--- src/rtl/spi_master_multi.sv ---
// SPI master with runtime CPOL/CPHA and bit order, configurable word width and SCLK divider,
// and one-hot active-low slave selects. One word per valid/ready handshake.
module spi_master_multi #(
  parameter int WORD_LENGTH      = 8,
  parameter int CLK_PER_HALF_BIT = 2,
  parameter int NUM_SS           = 4,
  localparam int SSW             = (NUM_SS > 1) ? $clog2(NUM_SS) : 1
) (
  input  logic                   clk,
  input  logic                   rst_n,
  input  logic                   tx_valid,
  output logic                   tx_ready,
  input  logic [WORD_LENGTH-1:0] tx_data,
  input  logic [SSW-1:0]         ss_sel,
  input  logic                   cpol,
  input  logic                   cpha,
  input  logic                   lsb_first,
  output logic                   rx_valid,
  output logic [WORD_LENGTH-1:0] rx_data,
  output logic                   sel_err,
  output logic                   busy,
  output logic                   sclk,
  output logic                   mosi,
  input  logic                   miso,
  output logic [NUM_SS-1:0]      ss_n
);

  localparam int W  = WORD_LENGTH;
  localparam int H  = CLK_PER_HALF_BIT;
  localparam int HW = $clog2(H + 1);
  localparam int EW = $clog2(2 * W + 1);

  typedef enum logic [1:0] {IDLE, SETUP, XFER, HOLD} state_t;

  state_t         state, state_n;
  logic [HW-1:0]  hcnt;
  logic [EW-1:0]  ecnt;
  logic [W-1:0]   tx_sh, rx_sh;
  logic           cpol_q, cpha_q, lsb_q, sel_bad_q;
  logic           h_end, last_edge, lead, do_smp, do_shf;

  assign h_end     = (hcnt == HW'(H - 1));
  assign last_edge = (ecnt == EW'(2 * W - 1));
  assign lead      = ~ecnt[0];
  // Leading edges are the even-numbered SCLK toggles; CPHA swaps the sample/shift roles.
  assign do_smp    = cpha_q ? ~lead : lead;
  assign do_shf    = cpha_q ? (lead && (ecnt != '0)) : (~lead && !last_edge);

  assign tx_ready = (state == IDLE);
  assign busy     = ~tx_ready;

  always_ff @(posedge clk or negedge rst_n) begin
    if (!rst_n) state <= IDLE;
    else        state <= state_n;
  end

  always_comb begin
    state_n = state;
    case (state)
      IDLE:  if (tx_valid)             state_n = SETUP;
      SETUP: if (h_end)                state_n = XFER;
      XFER:  if (h_end && last_edge)   state_n = HOLD;
      HOLD:  if (h_end)                state_n = IDLE;
      default:                         state_n = IDLE;
    endcase
  end

  always_ff @(posedge clk or negedge rst_n) begin
    if (!rst_n)              hcnt <= '0;
    else if (state == IDLE)  hcnt <= '0;
    else                     hcnt <= h_end ? '0 : hcnt + HW'(1);
  end

  always_ff @(posedge clk or negedge rst_n) begin
    if (!rst_n) begin
      ecnt      <= '0;
      tx_sh     <= '0;
      rx_sh     <= '0;
      cpol_q    <= 1'b0;
      cpha_q    <= 1'b0;
      lsb_q     <= 1'b0;
      sel_bad_q <= 1'b0;
      sclk      <= 1'b0;
      mosi      <= 1'b0;
      ss_n      <= '1;
      rx_valid  <= 1'b0;
      rx_data   <= '0;
      sel_err   <= 1'b0;
    end else begin
      rx_valid <= 1'b0;
      sel_err  <= 1'b0;
      case (state)
        IDLE: if (tx_valid) begin
          tx_sh     <= tx_data;
          rx_sh     <= '0;
          ecnt      <= '0;
          cpol_q    <= cpol;
          cpha_q    <= cpha;
          lsb_q     <= lsb_first;
          sel_bad_q <= (32'(ss_sel) >= 32'(NUM_SS));
          sclk      <= cpol;
          mosi      <= lsb_first ? tx_data[0] : tx_data[W-1];
          // An out-of-range index matches no line, so every select stays high.
          for (int i = 0; i < NUM_SS; i++) ss_n[i] <= (32'(ss_sel) != 32'(i));
        end
        XFER: if (h_end) begin
          sclk <= ~sclk;
          ecnt <= ecnt + EW'(1);
          if (do_smp) begin
            if (lsb_q) rx_sh <= {miso, rx_sh[W-1:1]};
            else       rx_sh <= {rx_sh[W-2:0], miso};
          end
          if (do_shf) begin
            if (lsb_q) begin
              mosi  <= tx_sh[1];
              tx_sh <= tx_sh >> 1;
            end else begin
              mosi  <= tx_sh[W-2];
              tx_sh <= tx_sh << 1;
            end
          end
        end
        HOLD: if (h_end) begin
          ss_n     <= '1;
          sclk     <= cpol_q;
          rx_valid <= 1'b1;
          rx_data  <= rx_sh;
          sel_err  <= sel_bad_q;
        end
        default: ;
      endcase
    end
  end

endmodule
--- config.mk ---
export PLATFORM = sky130hd
export DESIGN_NAME = spi_master_multi
export DESIGN_NICKNAME = d
export VERILOG_FILES = /design/src/rtl/spi_master_multi.sv
export SDC_FILE = /design/constraint.sdc
export NUM_CORES = 1
export LEC_CHECK = 0
export BUFFER_PORTS_ARGS = -buffer_cell sky130_fd_sc_hd__buf_2
export CORE_AREA = 2 2 66 68
export CTS_CLUSTER_SIZE = 14
export DETAILED_ROUTE_END_ITERATION = 12
export DIE_AREA = 0 0 68 70
export GPL_TIMING_DRIVEN = 0
export PLACE_DENSITY = 0.77
export SYNTH_ARGS = -nofsm -noshare
export SYNTH_HDL_FRONTEND = slang
export SYNTH_SLANG_ARGS = --single-unit
--- constraint.sdc ---
create_clock -name clk -period 2.19 [get_ports clk]
set_input_delay 0.438 -clock clk [delete_from_list [all_inputs] [get_ports clk]]
set_output_delay 0.438 -clock clk [all_outputs]
set_load 0.02 [all_outputs]
==> flow_summary.yaml <==
timing:
  setup_slack_ns: 0.177
  max_freq_ghz: 0.497
  skew_ns: 0.00631
  final_hold_viol_count: 0
  slew_violations: 0
  setup_viol: 0
  min_period_ns: 2.01
  timing.slew.headroom: 0.379
  setup_tns_ns: 0
  tightest_slew_ns: 0.931
  fin_crit_sh: 0.919
  rsz0062_at_grt: "false"
floorplanning:
  coreArea_um2: 4140
  dieArea_um2: 4760
  initial_core_util: 0.530
  chipWidth_um: 68
  ios: 35
  fp-row-count: 24
  chipHeight_um: 70
yosys:
  yosys.cell_types.count: 39
  syn_nets: 221
  async_reset_ff_frac: 1.00
  synth_area_um2: 2200
  seq_area_frac_synth: 0.492
  syn_inst: 197
  ys_ff_latch: 43
  syn_avg_cell_area_um2: 11.2
  synth_warnings: 0
  synth_edf_count: 0
  synth_top_cell_by_area: "dfrtp_1"
  ys_top_cells_by_area: "dfrtp_1 44%, mux2_2 11%, mux2i_1 7.3%"
  synth_top_area_share: 0.444
  synthFlopType: "dfrtp_1"
  synth.top_cells.by_count: "39 x dfrtp_1, 21 x mux2_2, 19 x nor2_1, 16 x mux2i_1, 12 x inv_1"
  yosysMostFrequentCell: "dfrtp_1"
worst_setup_path:
  crit_chain: "inv_1, ha_1, nor2b_4, a211oi_4, o21ai_2, mux2_2"
  cp.required_ns: 2.37
  cp_slowest_stage_delay_ns: 0.41
  worstPathMaxFanout: 9
  r2r_cells: 6
  startpoint_type: "register"
  r2r_start: "state[0]"
  path_class: "register to register"
  crit_arrival_ns: 2.20
  reg2reg_slack_ns: 0.18
  worst_setup_path_end_kind: "register"
  r2r_end: "tx_sh[5]"
  crit_path_top_delay_cell: "dfrtp_1"
cts:
  cts_buffer_depth: 2
  cts.sinks: 43
  path_clk_slew_ns: 0.08
  cts_max_level: 2
  cts_tree: "yes"
  ctsHoldBuffers: 0
  cts_buffers: 5
  clock_latency_ns: 0.29
  clock-root-buffer: "clkbuf_8"
  cts_resized: 0
  post-cts-setup-buffers: 0
placement:
  gp_congestion: 0.774
  dp_hpwl_um: 2940
  preCtsSetupSlack_ns: 0.183
  dp_cells: 282
  io_buffer_count: 33
global_routing:
  grt_max_degree: 44
  grt_usage: 0.202
  antenna_found_initial: 0
  overflow: 0
  grt_pass1_vias: 1626
  grt_first_pass_wirelength_um: 7300
final_layout:
  antenna_cells: 0
  final_nets: 261
  finalNonFillerCells: 289
  area_delta_synth_final_pct: 15.1
  drive_gt1_frac: 0.312
detailed_routing:
  wl_um: 4130
  wl_per_cell_um: 14.3
  drt_iter0_drc: 56
  drt_first_pass_iters: 4
  via_per_inst: 5.45
  drc_errors: 0
  num_vias: 1576
  ant_nets: 0
pwr:
  irDropWorstVdd_uv: 608
  p_total_mw: 3.50
  powerDensity_nw_per_um2: 1380
  p_leak_nw: 1.23
run:
  max-cap-violations: 0
hold_path:
  min_path_type: "input port to async pin"
status:
  status: "complete, no violations"
==> where the power goes <==
part	leakage [nW]	internal [mW]	total [mW]	switching [mW]
logic	0.633	0.723	1.68	0.960
clock network	0.0513	0.334	0.591	0.257
registers	0.550	1.05	1.23	0.172
==> layout make-up <==
class / instances / area (µm²)
Inverter: 12 / 45.0
Tap cell: 52 / 65.1
Clock inverter: 1 / 30.0
Sequential cell: 43 / 1080
Timing Repair Buffer: 33 / 165
Fill cell: 339 / 1610
Clock buffer: 6 / 72.6
Multi-Input combinational cell: 133 / 1020
Buffer: 9 / 46.3
==> cell usage in the layout, fill, tap and decap left out, types with 2 or more instances in the layout <==
master / count
buf_4: 2
ha_1: 7
dfstp_2: 4
mux2_2: 21
and3_1: 2
nand3_1: 5
nand3b_1: 2
nor2_1: 19
nand2b_1: 3
buf_2: 37
o21ai_0: 8
dfrtp_1: 39
a31oi_1: 2
nor3_1: 2
o31ai_1: 2
clkbuf_1: 4
inv_1: 12
nand2_1: 5
o2bb2ai_1: 8
mux2i_1: 16
or4_1: 2
a21oi_1: 11
clkbuf_8: 5
o211a_1: 2
==> kinds of logic after synthesis <==
group | synth area share
AO/OA/AOI/OAI | 0.137
XOR/XNOR | 0.00399
adder cells (fa/ha/maj) | 0.0399
buffers and inverters | 0.0416
flip-flops | 0.492
multiplexers | 0.181
other | 0.00171
AND/OR/NAND/NOR | 0.103
==> through the flow <==
step	utilization	hold slack (ns)	instance area, µm²
2_1_floorplan	-	0.142	2200
3_3_place_gp	0.586	0.466	2430
3_5_place_dp	0.586	0.465	2430
4_1_cts	0.611	0.317	2530
5_1_grt	0.611	0.335	2530
6_report	0.611	0.284	2530
==> how the worst max path moves through the flow <==
| stage | start | to | slack [ns] | cells past startpoint |
|---|---|---|---|---|
| after CTS | state[0] | tx_sh[5] | 0.17 | 6 |
| after global routing | state[0] | tx_sh[2] | 0.04 | 6 |
| after detailed placement | state[0] | tx_sh[5] | 0.18 | 6 |
| final | state[0] | tx_sh[5] | 0.18 | 6 |
| after global placement | ecnt[0] | tx_sh[3] | 0.21 | 6 |
| after floorplan | state[0] | mosi | 0.30 | 6 |
==> flip-flops by register name, summed over array words and instances, names as in the netlist <==
| signal | cells |
|---|---|
| cpha_q | 1 |
| cpol_q | 1 |
| ecnt | 5 |
| hcnt | 2 |
| lsb_q | 1 |
| mosi | 1 |
| rx_data | 8 |
| rx_sh | 8 |
| rx_valid | 1 |
| sclk | 1 |
| ss_n | 4 |
| state | 2 |
| tx_sh | 8 |
==> routing by layer <==
| metal | track usage | part of all wire | vias to the layer above |
|---|---|---|---|
| li1 | - | - | 778 |
| met1 | 0.266 | 0.45 | 765 |
| met2 | 0.317 | 0.50 | 26 |
| met3 | 0.0499 | 0.036 | 7 |
| met4 | 0.0778 | 0.013 | 0 |
| met5 | 0 | 0 | - |
==> critical path: cells and delay by family (launching register included) <==
| kind | cells | cell delay, ns |
|---|---|---|
| compound gates | 2 | 0.57 |
| fa+ha+maj | 1 | 0.31 |
| buf+inv | 1 | 0.08 |
| flops | 1 | 0.41 |
| mux | 1 | 0.33 |
| simple gates | 1 | 0.20 |
Note: power is estimated with default switching activity, not from simulation.
